==> src/rtl/nav_pkg.sv <==
// Shared constants and helpers for the snake navigation front end.
package nav_pkg;

  typedef enum logic [1:0] {
    DIR_UP    = 2'b00,
    DIR_RIGHT = 2'b01,
    DIR_DOWN  = 2'b10,
    DIR_LEFT  = 2'b11
  } dir_e;

  localparam logic [1:0] ST_IDLE = 2'b00;
  localparam logic [1:0] ST_PLAY = 2'b01;
  localparam logic [1:0] ST_WIN  = 2'b10;

  // Opposite directions differ only in the MSB (UP/DOWN, RIGHT/LEFT).
  function automatic logic is_opposite(input dir_e a, input dir_e b);
    return (2'(a) ^ 2'(b)) == 2'b10;
  endfunction

endpackage

==> src/rtl/btn_debounce.sv <==
// One push button: 2-flop synchroniser, optional debounce counter (NAV_DEBOUNCE_EN),
// and a registered one-cycle rising-edge pulse.
module btn_debounce #(
  parameter int unsigned DEBOUNCE_CYCLES = 1000000,
  parameter int unsigned CNT_W           = 20
) (
  input  logic i_clk,
  input  logic i_rst,
  input  logic i_btn,
  output logic o_pulse
);

  logic r_sync1, r_sync2, r_level_q, r_pulse;
  logic w_level;

  always_ff @(posedge i_clk or posedge i_rst) begin
    if (i_rst) begin
      r_sync1 <= 1'b0;
      r_sync2 <= 1'b0;
    end else begin
      r_sync1 <= i_btn;
      r_sync2 <= r_sync1;
    end
  end

`ifdef NAV_DEBOUNCE_EN
  logic [CNT_W-1:0] r_cnt;
  logic             r_level;

  always_ff @(posedge i_clk or posedge i_rst) begin
    if (i_rst) begin
      r_cnt   <= '0;
      r_level <= 1'b0;
    end else if (r_sync2 == r_level) begin
      r_cnt <= '0;
    end else if (r_cnt == CNT_W'(DEBOUNCE_CYCLES - 1)) begin
      r_level <= ~r_level;
      r_cnt   <= '0;
    end else begin
      r_cnt <= r_cnt + 1'b1;
    end
  end

  assign w_level = r_level;
`else
  logic w_unused_cfg;
  assign w_unused_cfg = ^{32'(DEBOUNCE_CYCLES), 32'(CNT_W)};
  assign w_level      = r_sync2;
`endif

  always_ff @(posedge i_clk or posedge i_rst) begin
    if (i_rst) begin
      r_level_q <= 1'b0;
      r_pulse   <= 1'b0;
    end else begin
      r_level_q <= w_level;
      r_pulse   <= w_level & ~r_level_q;
    end
  end

  assign o_pulse = r_pulse;

endmodule

==> src/rtl/snake_nav_ctrl.sv <==
// Button front end and snake direction register; debouncing is enabled by NAV_DEBOUNCE_EN.
// Direction follows the highest-priority press (U > R > D > L) in PLAY, never reversing.
module snake_nav_ctrl
  import nav_pkg::*;
#(
  parameter int unsigned DEBOUNCE_CYCLES = 1000000,
  parameter int unsigned CNT_W           = 20
) (
  input  logic       CLK,
  input  logic       RESET,
  input  logic       BTNU,
  input  logic       BTNR,
  input  logic       BTND,
  input  logic       BTNL,
  input  logic [1:0] MSM_STATE,
  output logic       BTNU_P,
  output logic       BTNR_P,
  output logic       BTND_P,
  output logic       BTNL_P,
  output logic [1:0] DIRECTION,
  output logic       DIR_CHANGE
);

  logic [3:0] w_raw;
  logic [3:0] w_p;
  logic       w_cand_vld;
  dir_e       w_cand;
  dir_e       r_dir;
  logic       r_chg;

  assign w_raw = {BTNU, BTNR, BTND, BTNL};

  for (genvar g = 0; g < 4; g++) begin : g_btn
    btn_debounce #(
      .DEBOUNCE_CYCLES(DEBOUNCE_CYCLES),
      .CNT_W          (CNT_W)
    ) u_btn (
      .i_clk  (CLK),
      .i_rst  (RESET),
      .i_btn  (w_raw[g]),
      .o_pulse(w_p[g])
    );
  end

  always_comb begin
    w_cand_vld = |w_p;
    w_cand     = DIR_UP;
    if (w_p[3])      w_cand = DIR_UP;
    else if (w_p[2]) w_cand = DIR_RIGHT;
    else if (w_p[1]) w_cand = DIR_DOWN;
    else if (w_p[0]) w_cand = DIR_LEFT;
  end

  always_ff @(posedge CLK or posedge RESET) begin
    if (RESET) begin
      r_dir <= DIR_UP;
      r_chg <= 1'b0;
    end else begin
      r_chg <= 1'b0;
      case (MSM_STATE)
        ST_PLAY: begin
          if (w_cand_vld && (w_cand != r_dir) && !is_opposite(w_cand, r_dir)) begin
            r_dir <= w_cand;
            r_chg <= 1'b1;
          end
        end
        ST_WIN:  r_dir <= r_dir;
        // IDLE and the illegal encoding both park the snake facing up.
        default: r_dir <= DIR_UP;
      endcase
    end
  end

  assign {BTNU_P, BTNR_P, BTND_P, BTNL_P} = w_p;
  assign DIRECTION  = r_dir;
  assign DIR_CHANGE = r_chg;

endmodule

==> config.mk <==
export PLATFORM = sky130hd
export DESIGN_NAME = snake_nav_ctrl
export DESIGN_NICKNAME = d
export VERILOG_FILES = /design/src/rtl/nav_pkg.sv /design/src/rtl/btn_debounce.sv /design/src/rtl/snake_nav_ctrl.sv
export SDC_FILE = /design/constraint.sdc
export NUM_CORES = 1
export LEC_CHECK = 0
export BUFFER_PORTS_ARGS = -buffer_cell sky130_fd_sc_hd__buf_2
export CAP_MARGIN = 5
export CORE_AREA = 2 2 46 48
export DETAILED_ROUTE_END_ITERATION = 6
export DIE_AREA = 0 0 48 50
export PLACE_DENSITY = 0.68
export SETUP_SLACK_MARGIN = 0.3
export SYNTH_ARGS = -nofsm -noshare
export SYNTH_HDL_FRONTEND = slang
export SYNTH_SLANG_ARGS = --single-unit
==> constraint.sdc <==
create_clock -name CLK -period 1.1 [get_ports CLK]
set_clock_uncertainty 0.15 [all_clocks]
set_input_delay 0.11 -clock CLK [delete_from_list [all_inputs] [get_ports CLK]]
set_output_delay 0.11 -clock CLK [all_outputs]
set_load 0.05 [all_outputs]
---- Yosys cells after proc, flatten, opt, wreduce, memory -nomap -nowiden ----
Cells that the tools add are included.
storage, ports and cells
  bits of input ports ..................... 8
  RAM bits ................................ 0
  memories kept ........................... 0
  register bits ........................... 19
  bits in read-only memories .............. 0
  bits in latches ......................... 0
  output and inout port bits .............. 7
cells by class
  bitwise operators ....................... 10
  $add $sub $neg .......................... 0
  reduce and logical (&&, ||, !) cells .... 5
  divide/modulo/power cells ............... 0
  shifts and indexed selects .............. 0
  mux-type cells .......................... 8
  eq/ne operators ......................... 5
  multipliers ............................. 0
  $lt $le $gt $ge ......................... 0
operators with widths
  operator                                              count
  2-to-1 mux 2 bit                                      5
  inverter 1 bit                                        5
  AND 1 bit                                             4
  equality test 2 bit (second input constant)           2
  one-hot mux 2 bit (2 select lines)                    1
  OR reduction 4 bit                                    1
  equality test 2 x 1 -> 1 bit (second input constant)  1
  logical AND 1 bit                                     2
  2-to-1 mux 1 bit                                      2
  != test 2 bit                                         1
  != test 2 bit (second input constant)                 1
  AND reduction 2 bit                                   1
  XOR 2 bit                                             1
  logical NOT 1 bit                                     1

---- Depth between registers and ports, before layout ----
  word-level depth ........................ 10
  gate-level depth with buffers ........... 4
  depth with buffers taken out ............ 4

---- Modules after synthesis ----
From an unflattened synthesis, not the netlist that was laid out.
unflattened totals
  cell total of the unflattened synthesis .. 47
  area, all modules ....................... 661.9 µm²
modules (own cells, without submodules)
  module          area each (µm²)  times used  cells each  sequential area each (µm²)
  btn_debounce    117.6            4           6           100.1
  snake_nav_ctrl  191.4            1           23          75.1

---- Worst setup path after synthesis ----
OpenSTA, ideal clock, no wires.
  path kind ............................... flip-flop to flip-flop
  start ................................... register g_btn[1].u_btn.r_pulse
  end ..................................... register r_dir[1] (netlist: DIRECTION[1])
  data arrival time ....................... 1315 ps
  path buffers ............................ 0
  stages on the path, launching flop included .. 5
  setup slack ............................. -486 ps
  path through ............................ dfrtp_1 > nor2b_2 > o32ai_2 > a21o_1 > a22o_1
on the way
  longest elaborated chain between the ends .. 9
  elaborated cells between the ends (all ways) .. 14
  classes of those cells .................. 3 x eq/ne; 5 x mux; 1 x bitwise; 5 x reduce/logical
RTL lines
  item                           RTL line              source
  start, declared                btn_debounce.sv:13    logic r_sync1, r_sync2, r_level_q, r_pulse;
  start signal, assigned         btn_debounce.sv:57    r_pulse <= w_level & ~r_level_q;
  2-to-1 mux 2 bit               snake_nav_ctrl.sv:50  else if (w_p[1]) w_cand = DIR_DOWN;
  2-to-1 mux 2 bit               snake_nav_ctrl.sv:49  else if (w_p[2]) w_cand = DIR_RIGHT;
  2-to-1 mux 2 bit               snake_nav_ctrl.sv:48  if (w_p[3]) w_cand = DIR_UP;
  XOR 2 bit                      nav_pkg.sv:17         return (2'(a) ^ 2'(b)) == 2'b10;
  equality test 2 bit            nav_pkg.sv:17
  logical NOT 1 bit              snake_nav_ctrl.sv:62  if (w_cand_vld && (w_cand != r_dir) && !is_opposite(w_cand, r_dir)) begin
  logical AND 1 bit              snake_nav_ctrl.sv:62
  != test 2 bit (no line)        --
  AND reduction 2 bit (no line)  --
  end signal, assigned           snake_nav_ctrl.sv:63  r_dir <= w_cand;
  end signal, assigned           snake_nav_ctrl.sv:67  ST_WIN: r_dir <= r_dir;
  end, declared                  snake_nav_ctrl.sv:28  dir_e r_dir;
Parallel ways exist; a longest one is shown, timed or not. The select of a mux whose other input is x is not followed.
A chain may end at the register's enable or synchronous reset.

---- Final worst setup path ----
  start ................................... register g_btn[2].u_btn.r_pulse
  end ..................................... output BTNR_P
RTL lines
  item                    RTL line              source
  start, declared         btn_debounce.sv:13
  start signal, assigned  btn_debounce.sv:57
  end, declared           snake_nav_ctrl.sv:17  output logic BTNR_P,
No word-level cell between the ends.

==> flow_summary_export.csv <==
group,metric,value,unit
status,outcome,"finished, violations left",
status,violations,"hold timing, setup timing",
power,p_int,0.000971,W
power,comb_power_share,15.0,%
die,die_y,50,um
setup_path,crit_chain,"buf_6 -> buf_8",
power,p_clk_share,26.8,%
placement,port_buffers,14,
placement,place_ws,-0.209,ns
layout,nets,83,
route,avgRoutedWirePerCell,10.6,um
synth,synth-seq-cells,19,
clock_tree,cts_tree,"yes",
clock_tree,cts_root_buffer,"clkbuf_4",
layout,drive_gt1_share,54.1,%
placement,hpwlAfterDp,710,um
timing,tightest_slew,0.244,ns
timing,finalHoldViolations,1,
grt,antenna_found_initial,0,
die,initial_core_util,32.9,%
grt,grt_overflow,0,
grt,grt_pass1_vias,483,
timing,fmax,0.777,GHz
power,p_total,0.00130,W
timing,rsz0062_at_grt,"true",
setup_path,path_delay_family,"flip-flops",
synth,synth_seq_area_share,76.0,%
die,pin_count,15,
power,ir_drop,0.000872,V
power,p_leak,0.461,nW
timing,fin_tns_setup,-1.25,ns
die,coreArea,1900,sq um
timing,maxSlewViolCount,0,
timing,final.period_utilization,117,%
setup_path,required,0.84,ns
setup_path,worst_setup_path_start_kind,"register",
layout,final_cell_mix,"13 x dfrtp_1, 7 x buf_2, 7 x buf_6, 6 x dfrtp_2",
layout,instances_no_fill,101,
placement,dp.cells,91,
job,drv_cap,0,
min_path,worstHoldPathType,"primary input to register",
timing,finalSetupViolCount,10,
setup_path,critical_path_arrival,1.03,ns
setup_path,slowest_delay,0.46,ns
synth,post_synth_num_cell_types,15,
grt,grt_max_degree,20,
layout,final_common_cell,"dfrtp_1",
die,die_area,2400,sq um
die,die_w,48,um
placement,place_congestion,0.773,
setup_path,critPathSlowestCell,"dfrtp_2",
setup_path,crit_buf_inv,2,
clock_tree,clk_path_buf_depth,2,
clock_tree,htreeDepth,1,
timing,min_period,1.29,ns
grt,grt_pass1_wl,1800,um
route,drcViolationCount,0,
route,routed_via_density,4.25,
layout,final_util,51.8,%
route,routed_wl,1070,um
setup_path,crit_fanout,4,
synth,syn-num-nets,49,
power,power_density,1320,nW/um^2
setup_path,crit_type,"register to output port",
power,p_sw_share,25.2,%
synth,postSynthAreaPerCell,15.3,sq um
route,antenna_left,0,
power,seqPwrFrac,58.2,%
timing,fin_hold_ws,-0.0145,ns
synth,syn-instance-count,41,
synth,syn-cell-area,626,sq um
clock_tree,clkTransAtPathRegs,0.10,ns
setup_path,crit_path_end_kind,"output port",
layout,area_growth,57.6,%
power,p_switching,0.000326,W
layout,n_antenna_cell,0,
route,vias,429,
grt,grtUsageTotal,10.8,%
route,first_iter_violations,5,
layout,nFillCells,160,
clock_tree,cts.sinks,19,
timing,setup_slack,-0.186,ns
clock_tree,cts_buffers,3,
route,firstDrtPassIters,4,
synth,yosysWarnings,0,
die,row_count,16,
clock_tree,clock_latency,0.29,ns
timing,relSlewSlack,83.8,%
[tightest hold or removal path: stages]
cell and delay, ns:
buf_2 0.11, o32ai_2 0.08, nand2_1 0.06, nand2_1 0.04
[cell usage after synthesis]
master	n	share of area (%)
nor3b_2	1	2.0
inv_1	3	1.8
nor2_1	2	1.2
nand2_1	2	1.2
nor3_1	1	0.80
o32ai_2	1	2.6
nor2b_1	5	5.0
dfrtp_1	19	76
nand3b_1	1	1.2
a21o_1	1	1.2
o21ai_0	1	0.80
nor2b_2	1	1.4
a22o_1	1	1.4
o21ai_2	1	1.4
o211ai_2	1	2.0
[final cells by class]
type / count / area (sq um) / share of cell area, %
Tap cell: 27 / 33.8 / 3.43
Multi-Input combinational cell: 19 / 151 / 15.4
Sequential cell: 19 / 483 / 49.0
Clock inverter: 1 / 7.51 / 0.761
Timing Repair Buffer: 29 / 277 / 28.0
Inverter: 3 / 11.3 / 1.14
Clock buffer: 3 / 22.5 / 2.28
[final timing paths]
path,start,to,slack [ns],cells after the start
setup / recovery,g_btn[2].u_btn.o_pulse,BTNR_P,-0.19,2
hold / removal,MSM_STATE[0],DIRECTION[0],-0.01,4
setup reg to reg,g_btn[2].u_btn.o_pulse,DIRECTION[1],-0.18,4
hold reg to reg,g_btn[3].u_btn.r_sync1,g_btn[3].u_btn.r_sync2,0.21,0
max in group asynchronous,RESET,DIRECTION[0],0.37,4
min in group asynchronous,RESET,g_btn[0].u_btn.r_sync1,0.22,4
[power by group through the flow]
stage / sequential [W] / clock, W / combinational, W
final: 0.000755 / 0.000348 / 0.000194
after global routing: 0.000760 / 0.000399 / 0.000209
after CTS: 0.000756 / 0.000373 / 0.000194
after detailed placement: 0.000766 / 0 / 0.000145
after global placement: 0.000764 / 0 / 0.000142
after floorplan: 0.000807 / 0 / 0.0000438
[per-stage QoR]
step                      hold WS (ns)  instance area, sq um
after floorplan                -0.0893                   638
after global placement         -0.0178                   810
after detailed placement       -0.0153                   810
after CTS                      -0.0200                   986
after global routing           0.00170                   986
final                          -0.0145                   986
[state kept, by name, indices dropped and copies added (netlist names)]
signal	cells
DIRECTION	2
DIR_CHANGE	1
g_btn.u_btn.o_pulse	4
g_btn.u_btn.r_level_q	4
g_btn.u_btn.r_sync1	4
g_btn.u_btn.r_sync2	4
[per-layer routing]
layer / up-vias / part of all wire, % / GRT usage, %
li1: 203 / - / -
met1: 203 / 37 / 9.93
met2: 21 / 54 / 19.6
met3: 2 / 6.9 / 5.49
met4: 0 / 2.0 / 2.70
met5: - / 0 / 0
[repair_timing]
action	4_1_cts	5_1_grt
buffers inserted	1	0
pin swaps	1	3
gates resized for setup	26	0
setup endpoints to repair	10	10
endpoints found under the hold margin	24	0
hold buffers	5	0
[logic make-up (layout without fill, tap and decap cells)]
family | after synthesis | after routing | synth area share (%)
AOI/OAI and AO/OA | 6 | 6 | 9.40
buffers and inverters | 3 | 36 | 1.80
DFF | 19 | 19 | 76.0
and+or+nand+nor | 13 | 13 | 12.8
Power figures use the tool's default switching activity.
